**src/rtl/bcd_to_bin_seq.sv**
```systemverilog
// Packed-BCD to binary converter, reverse double-dabble, one shift per clock.
// Latency ACC_W+1 cycles (1 for invalid digits); result is held in DONE until out_ready.
module bcd_to_bin_seq #(
  parameter int DIGITS = 5,
  parameter int ACC_W  = 17,
  parameter int OUT_W  = 16
) (
  input  logic                  clk,
  input  logic                  rst,
  input  logic                  in_valid,
  output logic                  in_ready,
  input  logic [4*DIGITS-1:0]   bcd_in,
  output logic                  out_valid,
  input  logic                  out_ready,
  output logic [OUT_W-1:0]      bin_out,
  output logic                  ovf,
  output logic                  err
);

  localparam int BW = 4 * DIGITS;
  localparam int CW = $clog2(ACC_W);

  typedef enum logic [1:0] {IDLE, SHIFT, DONE} state_t;

  state_t             state, state_nxt;
  logic [BW-1:0]      bcd_q, bcd_d, bcd_fix;
  logic [ACC_W-1:0]   acc_q, acc_d, acc_sh;
  logic [CW-1:0]      cnt_q, cnt_d;
  logic [OUT_W-1:0]   bin_d;
  logic               ovf_d, err_d;
  logic               bad_digit;
  logic [BW+ACC_W-1:0] shifted;
  logic [3:0]         nib;

  assign in_ready  = (state == IDLE) & ~rst;
  assign out_valid = (state == DONE) & ~rst;

  // One reverse double-dabble step: shift right, then undo the x2 carry-in per nibble.
  always_comb begin
    shifted = {bcd_q, acc_q} >> 1;
    acc_sh  = shifted[ACC_W-1:0];
    bcd_fix = shifted[BW+ACC_W-1:ACC_W];
    nib     = 4'd0;
    for (int i = 0; i < DIGITS; i++) begin
      nib = shifted[ACC_W+4*i +: 4];
      bcd_fix[4*i +: 4] = (nib >= 4'd8) ? (nib - 4'd3) : nib;
    end
  end

  always_comb begin
    bad_digit = 1'b0;
    for (int i = 0; i < DIGITS; i++) begin
      if (bcd_in[4*i +: 4] > 4'd9) bad_digit = 1'b1;
    end
  end

  always_comb begin
    state_nxt = state;
    bcd_d     = bcd_q;
    acc_d     = acc_q;
    cnt_d     = cnt_q;
    bin_d     = bin_out;
    ovf_d     = ovf;
    err_d     = err;
    case (state)
      IDLE: begin
        if (in_valid && in_ready) begin
          bcd_d = bcd_in;
          acc_d = '0;
          cnt_d = '0;
          if (bad_digit) begin
            state_nxt = DONE;
            err_d     = 1'b1;
            bin_d     = '0;
            ovf_d     = 1'b0;
          end else begin
            state_nxt = SHIFT;
          end
        end
      end
      SHIFT: begin
        bcd_d = bcd_fix;
        acc_d = acc_sh;
        cnt_d = cnt_q + 1'b1;
        if (cnt_q == CW'(ACC_W - 1)) begin
          state_nxt = DONE;
          err_d     = 1'b0;
          // ACC_W > OUT_W: any set bit above OUT_W means saturation.
          if (|acc_sh[ACC_W-1:OUT_W]) begin
            bin_d = '1;
            ovf_d = 1'b1;
          end else begin
            bin_d = acc_sh[OUT_W-1:0];
            ovf_d = 1'b0;
          end
        end
      end
      DONE: begin
        if (out_ready) state_nxt = IDLE;
      end
      default: state_nxt = IDLE;
    endcase
  end

  always_ff @(posedge clk) begin
    if (rst) begin
      state   <= IDLE;
      bcd_q   <= '0;
      acc_q   <= '0;
      cnt_q   <= '0;
      bin_out <= '0;
      ovf     <= 1'b0;
      err     <= 1'b0;
    end else begin
      state   <= state_nxt;
      bcd_q   <= bcd_d;
      acc_q   <= acc_d;
      cnt_q   <= cnt_d;
      bin_out <= bin_d;
      ovf     <= ovf_d;
      err     <= err_d;
    end
  end

endmodule
```
**config.mk**
```make
export PLATFORM = sky130hd
export DESIGN_NAME = bcd_to_bin_seq
export DESIGN_NICKNAME = d
export VERILOG_FILES = /design/src/rtl/bcd_to_bin_seq.sv
export SDC_FILE = /design/constraint.sdc
export NUM_CORES = 1
export LEC_CHECK = 0
export BUFFER_PORTS_ARGS = -buffer_cell sky130_fd_sc_hd__buf_2
export CORE_ASPECT_RATIO = 0.9
export CORE_UTILIZATION = 60
export CTS_BUF_LIST = sky130_fd_sc_hd__clkbuf_2 sky130_fd_sc_hd__clkbuf_4 sky130_fd_sc_hd__clkbuf_8
export CTS_CLUSTER_DIAMETER = 120
export DETAILED_ROUTE_END_ITERATION = 6
export GPL_TIMING_DRIVEN = 0
export MAX_ROUTING_LAYER = met4
export PLACE_DENSITY = 0.94
export SYNTH_ARGS = -nofsm -noshare
export SYNTH_HDL_FRONTEND = slang
export SYNTH_SLANG_ARGS = --single-unit
export TNS_END_PERCENT = 5
```
**constraint.sdc**
```tcl
create_clock -name clk -period 2.41 [get_ports clk]
set_clock_uncertainty 0.1 [all_clocks]
set_input_delay 0.241 -clock clk [delete_from_list [all_inputs] [get_ports clk]]
set_output_delay 0.241 -clock clk [all_outputs]
set_load 0.01 [all_outputs]
```
Word-level counts from Yosys, hierarchy flattened:

Cells that the tools add are included.
Widths: inputs -> output; s select.

* magnitude comparators: 10
* add/sub/neg operators: 6
* equality and inequality tests: 7
* reductions and logical operators: 6
* bitwise logic cells: 3
* mux-type cells: 35

Operators by type and width (number)
* $mux 16: 4
* $pmux 20 s2: 1
* $pmux 17 s2: 1
* $pmux 16 s2: 1
* $gt 4x4->1 const B: 5
* $mux 20: 1
* $mux 4: 5
* $mux 17: 1
* $ge 4x4->1 const B: 4
* $sub 4x2->4 const B: 4
* $mux 1: 12
* $pmux 5 s2: 1
* $mux 2: 4
* $ne 2x2->1 const B: 3
* $pmux 2 s3: 1
* $add 5x1->5 const B: 1
* $eq 5x5->1 const B: 1
* $mux 5: 1
* $ge 3x4->1 const B: 1
* $pmux 1 s2: 2
* $reduce_and 4->1: 1
* $sub 3x2->4 const B: 1
* $reduce_and 3->1: 1
* $and 1x1->1: 2
* 8 further kinds: 8

* output and inout bits: 20
* logic and storage cells: 74
* flip-flop bits (word level): 62
* bits of input ports: 24

Depth between registers and ports, before layout:

Gate-level depths: netlist of run 1.

* word-level depth: 9
* mapped depth: 9
* gate-level depth less buffers: 6

Worst setup path after synthesis of run 1:

No wires, ideal clock.

* path kind: register -> register
* from: reg cnt_q[0]
* to: reg state[1]
* required time: 2.193 ns
* clock period less this slack: 1.661 ns
* arrival time: 1.444 ns
* setup slack: 0.749 ns
* stages on the path, launching flop included: 10
* library setup time: 0.117 ns
* path buffers: 3
* cells stage by stage: dfxtp_1 inv_1 ha_1 nand4bb_1 buf_6 and2_4 buf_6 buf_12 nor3_2 a22o_1

* cells in the longest elaborated chain, start to end: 3

RTL lines
* start, declared: line 28 `logic [CW-1:0] cnt_q, cnt_d;`
* start signal, assigned: line 118 `cnt_q <= cnt_d;`
* $eq 5x5->1: line 85 `if (cnt_q == CW'(ACC_W - 1)) begin`
* $ne 2x2->1 (no source line)
* $reduce_and 3->1 (no source line)
* end signal, assigned: line 115 `state <= state_nxt;`
* end, declared: line 25 `state_t state, state_nxt;`

No other way between the ends.
A chain may end at the register's enable or synchronous reset.

Final worst setup path of run 1:

* from: reg cnt_q[0]
* to: reg bin_out[9]

* cells in the longest elaborated chain, start to end: 3

RTL lines
* $eq 5x5->1: line 85
* $ne 2x2->1 (no source line)
* $reduce_and 4->1 (no source line)
* end signal, assigned: line 119 `bin_out <= bin_d;`
* end, declared: line 15 `output logic [OUT_W-1:0] bin_out,`

No other way between the ends.

==> results of run 1 <==
-- layout make-up --
type | instances | area share
multi-input combinational | 280 | 0.4760
tap | 67 | 0.02215
clock inverter | 5 | 0.01388
inverter | 13 | 0.01289
clock buffer | 10 | 0.03471
buffer | 33 | 0.06083
timing repair buffer | 43 | 0.05686
sequential | 61 | 0.3226
-- state kept, by name (all words and copies together) (netlist names) --
name     cells
bcd_q       20
acc_q       16
bin_out     16
cnt_q        5
state        2
err          1
ovf          1
-- placed cells by master, fill, tap and decap left out, types with 2 or more instances in the layout --
cell       n
a211oi_1   8
a211oi_2  11
a21o_1     2
a21oi_1   21
a22oi_1    2
a311oi_1  14
a311oi_2   3
buf_2     55
buf_4      2
buf_6      9
clkbuf_1   9
clkbuf_8   9
clkinv_2   3
dfxtp_1   61
ha_1      10
inv_1     13
nand2_1   56
nand2b_1   4
nand2b_4   2
nand3_1   20
nor2_1    49
nor3_1    15
nor3_2    23
o211a_1    3
o21ai_0    9
xnor2_1    5
xor2_1     6
-- how the worst min path moves through the flow --
stage,from,endpoint,slack [ns],cells after the start
floorplan,bcd_in[19],bcd_q[19],0.29,2
global placement,acc_q[13],acc_q[12],0.35,2
detailed placement,acc_q[5],acc_q[4],0.36,2
CTS,bcd_in[4],bcd_q[4],0.05,3
global route,bcd_in[3],bcd_q[3],0.07,3
finish,bcd_in[4],bcd_q[4],0.05,3
-- cell families (layout without fill, tap and decap cells) --
family          after synthesis  after routing  synth area share
xor+xnor                     11             11           0.02918
fa+ha+maj                    10             10           0.03789
compound gates               81             81            0.1940
flops                        61             61            0.3698
buf+inv                      46            104           0.08450
simple gates                178            178            0.2846
-- per-stage QoR --
stage | hold slack (ns) | power [W]
floorplan | 0.2893 | 0.001337
global placement | 0.3545 | 0.001414
detailed placement | 0.3607 | 0.001431
CTS | 0.04538 | 0.002309
global route | 0.06553 | 0.002384
finish | 0.04662 | 0.002317
-- cells in the mapped netlist, types with 5 or more instances --
cell	count	share of area
nand2_1	56	0.064
o21ai_0	9	0.014
xnor2_1	5	0.013
xor2_1	6	0.016
a21oi_1	21	0.032
ha_1	10	0.038
buf_6	9	0.031
nor3_2	23	0.070
nand3_1	20	0.030
a211oi_2	11	0.042
nor2_1	49	0.056
buf_2	12	0.018
nor3_1	15	0.023
a211oi_1	8	0.018
clkbuf_1	9	0.010
dfxtp_1	61	0.37
a311oi_1	14	0.037
inv_1	13	0.015
-- routing by layer --
metal  up-vias  global-route usage  wire (um)
li1       1460                   -          -
met5         -                   -          0
met3        20             0.06792        561
met1      1494              0.3864       3520
met4         0              0.1706        221
met2       158              0.5176       4240
-- worst max-delay path, stage by stage, from the launching register on --
cell and delay, ns:
dfxtp_1 0.41, inv_1 0.09, ha_1 0.23, nand4bb_1 0.12
buf_6 0.17, and2_4 0.15, buf_6 0.14, buf_12 0.15
nor3_2 0.06, a211oi_2 0.24
-- where the power goes --
part	internal, W	switching (W)
Clock	0.000477	0.000418
Sequential	0.00104	0.0000345
Combinational	0.000134	0.000211
Total	0.00165	0.000664
==> flow_summary.json, run 1 <==
{
  "status": "finished clean",
  "hold_viol_final": 0,
  "postCtsSetupRepairBufs": 0,
  "synth_area_mm2": 0.003302,
  "cts_tree": "built",
  "post_drt_via_cell_ratio": 6.117,
  "dpl_cell_area_mm2": 0.003601,
  "critPathRequiredTime_ns": 2.58,
  "gp_congestion": 0.9171,
  "start_kind": "flop",
  "arrival_ns": 2.11,
  "ctsHoldBuffers": 0,
  "coreArea_mm2": 0.005286,
  "regToRegSetupSlack_ns": 0.47,
  "ir_worst_vdd_uv": 416.4,
  "fill_cells": 370,
  "worst_slew_pin_slew_ns": 0.7530,
  "grt_pass1_vias": 3020,
  "port_buffers": 43,
  "cts_buffers": 9,
  "setup_tns_ns": 0,
  "finalInstanceArea_mm2": 0.003785,
  "final_cells": 512,
  "synthCells": 387,
  "nNetsFinal": 475,
  "synthesis.nets": 421,
  "clk_latency_ns": 0.36,
  "drtIter0Drc": 320,
  "h-tree-depth": 3,
  "routed_wl_um": 8543,
  "start_util": 0.6246,
  "clock-sinks": 61,
  "cts.path.max_buffers": 2,
  "r2r_cells": 9,
  "reg2reg_to": "bin_out[9]",
  "num_vias": 3132,
  "clock.fmax_mhz": 514.2,
  "dp.cells": 497,
  "antenna_cells": 0,
  "cap_violations": 0,
  "ys.flop_type": "dfxtp_1",
  "power.density_mw_per_mm2": 612.3,
  "critPathKind": "flop to flop",
  "synth_warnings": 0,
  "synth_seq_cells": 61,
  "crit_path_end": "bin_out[9]",
  "synthArstFlopShare": 0,
  "setup_violations": 0,
  "multi_input_area_mm2": 0.001802,
  "grt_max_degree": 11,
  "reg2reg_from": "cnt_q[0]",
  "io_pins": 44,
  "grt_overflow": 0,
  "drive_gt1_frac": 0.2876,
  "drv_slew": 0,
  "grt_pass1_wl_um": 13920,
  "place_hpwl_um": 5897,
  "ys_types": 43,
  "path_clk_slew_ns": 0.07,
  "fin_crit_ns": 1.945,
  "grt_use_total": 0.3248,
  "startpoint": "cnt_q[0]",
  "antenna_left": 0,
  "leakage_nw": 1.408,
  "layout_setup_ws_ns": 0.4654,
  "root_buffer": "clkbuf_8",
  "fp-row-count": 25,
  "dr.pass1.iters": 5,
  "synth-edff-count": 0,
  "cp-end-kind": "flop",
  "cts_resized": 0,
  "post-place-ws_ns": 0.5644,
  "antenna_found_initial": 0,
  "relSlewSlack": 0.4980,
  "final-seq-area_mm2": 0.001221,
  "hp-class": "primary input to flop",
  "crit_path_max_fanout": 10,
  "post-route-util": 0.7160,
  "die_y_um": 72.38,
  "dieArea_mm2": 0.005804,
  "drc": 0,
  "syn_to_final_growth_pct": 14.63,
  "rsz0062_at_grt": "no",
  "routedWlPerCell_um": 16.69,
  "syn_area_per_cell_um2": 8.532,
  "period_share": 0.8069,
  "die_w_um": 80.20,
  "ys_seq_area_frac": 0.3698
}
Note: power is estimated with default switching activity, not from simulation.
==> run 2: changes to the inputs <==
- clock period: 2.41 -> 1.8 ns (I/O delays scaled with it)
==> run 2 against run 1 <==
  * The run now ends with design-rule violations left
  * Via count increased by 3.4%
  * Global-route usage increased by 0.81 points
  * Critical path depth decreased by 1
  * Clock power increased by 33%
  * Largest cell class unchanged
  * Largest power group unchanged
  * Highest routed layer unchanged
==> flow_summary.json, run 2 (synthesis gave the netlist of run 1 again) <==
{
  "status": "finished, violations left",
  "failed_checks": "design-rule violations",
  "arrival_ns": 1.96,
  "die_w_um": 80.20,
  "routedWlPerCell_um": 17.53,
  "drc": 1,
  "leakage_nw": 1.520,
  "place_hpwl_um": 5897,
  "relSlewSlack": 0.4987,
  "fill_cells": 326,
  "antenna_cells": 0,
  "power.density_mw_per_mm2": 793.8,
  "path_buf_inv": 3,
  "grt_max_degree": 11,
  "io_pins": 44,
  "cpMaxStageDelayCell": "dfxtp_4",
  "clock-sinks": 61,
  "clock.fmax_mhz": 559.3,
  "dieArea_mm2": 0.005804,
  "syn_to_final_growth_pct": 19.74,
  "hold_viol_final": 0,
  "crit_top_cell": "buf_6",
  "cp-end-kind": "flop",
  "crit_path_max_fanout": 10,
  "fp-row-count": 25,
  "reg_top3": "bcd_q: 20 flops, acc_q: 16 flops, bin_out: 16 flops",
  "setup_violations": 0,
  "period_share": 0.9933,
  "pwr-share-seq": 0.459,
  "antenna_found_initial": 0,
  "ir_worst_vdd_uv": 559.5,
  "hp-class": "primary input to flop",
  "port_buffers": 43,
  "gp_congestion": 0.9171,
  "setup_tns_ns": 0,
  "grt_pass1_vias": 3096,
  "cts_tree": "built",
  "critPathKind": "flop to flop",
  "grt_overflow": 0,
  "rsz0062_at_grt": "yes",
  "total_power_w": 0.003139,
  "power_frac_clock": 0.380,
  "critical_path.max_stage_delay_ns": 0.35,
  "antenna_left": 0,
  "drtIter0Drc": 372,
  "final_common_cell": "dfxtp_1",
  "mostFrequentLayoutCells": "dfxtp_1 (59), nand2_1 (56), buf_2 (55)",
  "largest-register": "bcd_q",
  "path_clk_slew_ns": 0.07,
  "final_cells": 520,
  "cts.path.max_buffers": 2,
  "coreArea_mm2": 0.005286,
  "root_buffer": "clkbuf_8",
  "crit_chain": "inv_2 > ha_2 > nand4bb_1 > buf_6 > buf_6 > nor3_2 > nor2_1 > a211oi_2",
  "internal-power_w": 0.002232,
  "num_vias": 3237,
  "largest_reg_flops": 20,
  "clk_latency_ns": 0.35,
  "cts_buffers": 9,
  "comb_power_share": 0.161,
  "crit_family": "simple AND/OR/NAND/NOR gates",
  "worst_slew_pin_slew_ns": 0.7519,
  "netSwitchingPower_w": 0.0009061,
  "drv_slew": 0,
  "cap_violations": 0,
  "grt_use_total": 0.3329,
  "start_kind": "flop",
  "routed_wl_um": 9118,
  "post_drt_via_cell_ratio": 6.225,
  "hold_slack_ns": 0.006577,
  "nNetsFinal": 483,
  "grt_pass1_wl_um": 14230,
  "fin_crit_ns": 1.788,
  "drive_gt1_frac": 0.3113,
  "start_util": 0.6246,
  "die_y_um": 72.38,
  "h-tree-depth": 3,
  "switching_share": 0.2887,
  "dr.pass1.iters": 7,
  "dp.cells": 497,
  "critPathRequiredTime_ns": 1.97
}
run 2: changes by cell type in the layout (fill, tap and decap cells not counted), sizes merged:
cell,change
buf,+4
dlygate4sd3,+3
clkbuf,+1
run 2: area by class of cell:
type	count	area (um2)	area share
repair buffers	52	307.8	0.07785
clock inverters	5	52.55	0.01329
well taps	67	83.83	0.02120
flip-flops and latches	61	1226	0.3101
clock buffers	10	131.4	0.03323
multi-input cells	280	1881	0.4756
plain buffers	32	222.7	0.05633
inverters	13	48.80	0.01234
run 2: power groups by stage:
| stage | registers [W] | clock network, W | logic, W |
|---|---|---|---|
| finish | 0.00144 | 0.00119 | 0.000504 |
| global route | 0.00144 | 0.00125 | 0.000537 |
| CTS | 0.00144 | 0.00120 | 0.000473 |
| detailed placement | 0.00147 | 0 | 0.000447 |
| global placement | 0.00147 | 0 | 0.000426 |
| floorplan | 0.00146 | 0 | 0.000330 |
run 2: stage by stage:
stage / cell area, um2 / util / setup WS (ns)
after CTS: 3875 / 0.7330 / 0.01048
after global routing: 3954 / 0.7479 / -0.06924
final: 3954 / 0.7479 / 0.01215
after detailed placement: 3601 / 0.6812 / -0.04563
after global placement: 3601 / 0.6812 / 0.04200
after floorplan: 3302 / - / 0.1389
run 2: what timing repair did:
action / 4_1_cts / 5_1_grt
pin swaps: 0 / 1
hold buffers: 3 / 0
hold endpoints to repair: 3 / 0
resized for setup: 8 / 16
setup buffers: 4 / 1
setup endpoints to repair: 11 / 19
cloned: 0 / 1
run 2: metal layers:
metal,part of all wire,up-vias,global-route usage
met5,0,-,-
met4,0.037,0,0.1885
met3,0.076,42,0.07170
met2,0.49,196,0.5261
met1,0.40,1531,0.3930
li1,-,1468,-
run 2: worst paths after layout:
kind                                start          to  slack, ns  depth (start not counted)
worst max-delay path             cnt_q[1]  bin_out[7]       0.01                          8
worst min-delay path            bcd_in[6]    bcd_q[6]      0.007                          3
worst max register to register   cnt_q[1]  bin_out[7]       0.01                          8
worst min register to register  acc_q[10]    acc_q[9]       0.37                          2
run 2: worst register-to-register path, cell delays in order, from the launching register on:
cell	delay (ns)
dfxtp_4	0.35
inv_2	0.06
ha_2	0.17
nand4bb_1	0.12
buf_6	0.15
buf_6	0.16
nor3_2	0.30
nor2_1	0.10
a211oi_2	0.20
==> run 3: changes to the inputs <==
- ABC_AREA: unset -> 1
- CORE_UTILIZATION: 60 -> 59
- PLACE_DENSITY: 0.94 -> 0.93
==> run 3 against run 2 <==
  * The flow now finishes without violations
  * Power increased by 16%
  * Critical path depth down 2
  * Sequential share of layout area grew 3.2 points
  * Synthesized cell count rose by 11%
  * Combinational power is 19% higher
  * First-iteration DRC count decreased by 19%
  * Final cell count grew 7.3%
  * Register-to-register slack better by 0.05 ns
  * Utilization down 1.3 points
  * Wire length is 15% lower
  * Global-route usage is 1.1 points lower
==> flow_summary.json, run 3 <==
{
  "yosysTopAreaCell": "dfxtp_1",
  "start_kind": "flop",
  "nNetsFinal": 522,
  "drv_slew": 0,
  "synth.top_cell.area_share": 0.4087,
  "antenna_left": 0,
  "hold_slack_ns": 0.008778,
  "setup_violations": 0,
  "drc": 0,
  "critPathRequiredTime_ns": 1.94,
  "clock-sinks": 61,
  "antenna_found_initial": 0,
  "ys.flop_type": "dfxtp_1",
  "mostFrequentLayoutCells": "nand2_1 (92), dfxtp_1 (60), buf_2 (52), a21oi_1 (52), o21ai_0 (47)",
  "coreArea_mm2": 0.004865,
  "largest-register": "bcd_q",
  "status": "finished clean",
  "power.density_mw_per_mm2": 1017,
  "drtIter0Drc": 303,
  "dr.pass1.iters": 5,
  "largest_reg_flops": 20,
  "rsz0062_at_grt": "yes",
  "synth_area_leaders": "dfxtp_1 (41%), nand2_1 (12%), a21oi_1 (8.7%), o21ai_0 (7.9%), nor2_1 (5.5%)",
  "clock.fmax_mhz": 573.8,
  "final_common_cell": "nand2_1",
  "grt_pass1_vias": 2973,
  "synth_top_cells_by_count": "nand2_1 (92), dfxtp_1 (61), a21oi_1 (52), o21ai_0 (47), nor2_1 (44)",
  "antenna_cells": 0,
  "arrival_ns": 1.88,
  "clk_latency_ns": 0.35,
  "worst_slew_pin_slew_ns": 0.6081,
  "h-tree-depth": 3,
  "place_hpwl_um": 5298,
  "fp-row-count": 24,
  "port_buffers": 43,
  "die_y_um": 69.51,
  "cap_violations": 0,
  "grt_max_degree": 11,
  "io_pins": 44,
  "leakage_nw": 1.563,
  "grt_overflow": 0,
  "gp_congestion": 0.8659,
  "cts_tree": "built",
  "synth.most_common_cell": "nand2_1",
  "synth_warnings": 0,
  "critPathKind": "flop to flop",
  "cp-end-kind": "flop",
  "synth_area_mm2": 0.002988,
  "grt_pass1_wl_um": 13050,
  "synthArstFlopShare": 0,
  "dieArea_mm2": 0.005353,
  "period_share": 0.9682,
  "syn_to_final_growth_pct": 19.72,
  "grt_use_total": 0.3217,
  "hp-class": "primary input to flop",
  "synthesis.nets": 463,
  "drive_gt1_frac": 0.1805,
  "root_buffer": "clkbuf_8",
  "routed_wl_um": 7766,
  "crit_path_max_fanout": 10,
  "cts_buffers": 9,
  "synthCells": 429,
  "start_util": 0.6142,
  "ir_worst_vdd_uv": 614.9,
  "reg_top3": "bcd_q: 20 flops, acc_q: 16 flops, bin_out: 16 flops",
  "ys_seq_area_frac": 0.4087,
  "num_vias": 3141,
  "synth-edff-count": 0,
  "hold_viol_final": 0,
  "synth_seq_cells": 61,
  "ys_types": 25,
  "path_clk_slew_ns": 0.07,
  "cts.path.max_buffers": 2,
  "fin_crit_ns": 1.743,
  "syn_area_per_cell_um2": 6.965,
  "post-place-ws_ns": 0.1383,
  "relSlewSlack": 0.5946,
  "routedWlPerCell_um": 13.92,
  "layout_setup_ws_ns": 0.05720,
  "post_drt_via_cell_ratio": 5.629,
  "die_w_um": 77.01
}
run 3: timing repair:
action / in CTS / in global routing
endpoints found under the hold margin: 2 / 0
setup buffers: 0 / 2
gates resized for setup: 0 / 6
endpoints found under the setup margin: 0 / 13
hold buffers: 2 / 0
run 3: metal layers:
layer  up-vias  share of wire  GRT usage
met2       191           0.45     0.4812
met5         -              0          -
met1      1393           0.44     0.4002
met4         0          0.018     0.1363
li1       1531              -          -
met3        26          0.089     0.1026
run 3: report_power, final:
group,switching (W),leakage (nW),internal (W)
clock,0.000539,0.127,0.000987
combinational,0.000361,0.937,0.000239
sequential,0.0000700,0.498,0.00144
run 3: worst paths after layout:
path | startpoint | slack [ns] | cells after the start | endpoint
max reg2reg | state[0] | 0.06 | 6 | bcd_q[3]
min reg2reg | cnt_q[0] | 0.35 | 1 | cnt_q[0]
max | state[0] | 0.06 | 6 | bcd_q[3]
min | bcd_in[9] | 0.009 | 3 | bcd_q[9]
run 3: critical path, stage by stage, from the launching register on:
cell and delay, ns:
dfxtp_1 0.45, nand2_4 0.13, inv_2 0.11, clkbuf_1 0.45
nor2_1 0.10, a31oi_1 0.21, a21oi_1 0.09
run 3: kinds of logic after synthesis:
kind of cell	count (synthesis)	share of synthesized area
AND/OR/NAND/NOR	177	0.2471
flip-flops	61	0.4087
buffers and inverters	61	0.08836
AO/OA/AOI/OAI	120	0.2140
adder cells (fa/ha/maj)	10	0.04188
run 3: area by class of cell:
cell class,count,area (um2)
Buffer,25,132.6
Clock buffer,12,152.6
Clock inverter,4,95.09
Fill cell,366,1287
Inverter,36,135.1
Multi-Input combinational cell,307,1503
Sequential cell,61,1222
Tap cell,65,81.33
Timing Repair Buffer,48,255.2
run 3: through the flow:
stage	cells	utilization	power, W	area [um2]	TNS, ns
finish	558	0.7353	0.003639	3577	0
global route	558	0.7353	0.003783	3577	-0.1455
CTS	555	0.7302	0.003608	3552	0
detailed placement	537	0.6752	0.002100	3284	0
global placement	537	0.6752	0.002075	3284	0
floorplan	429	-	0.001917	2988	0
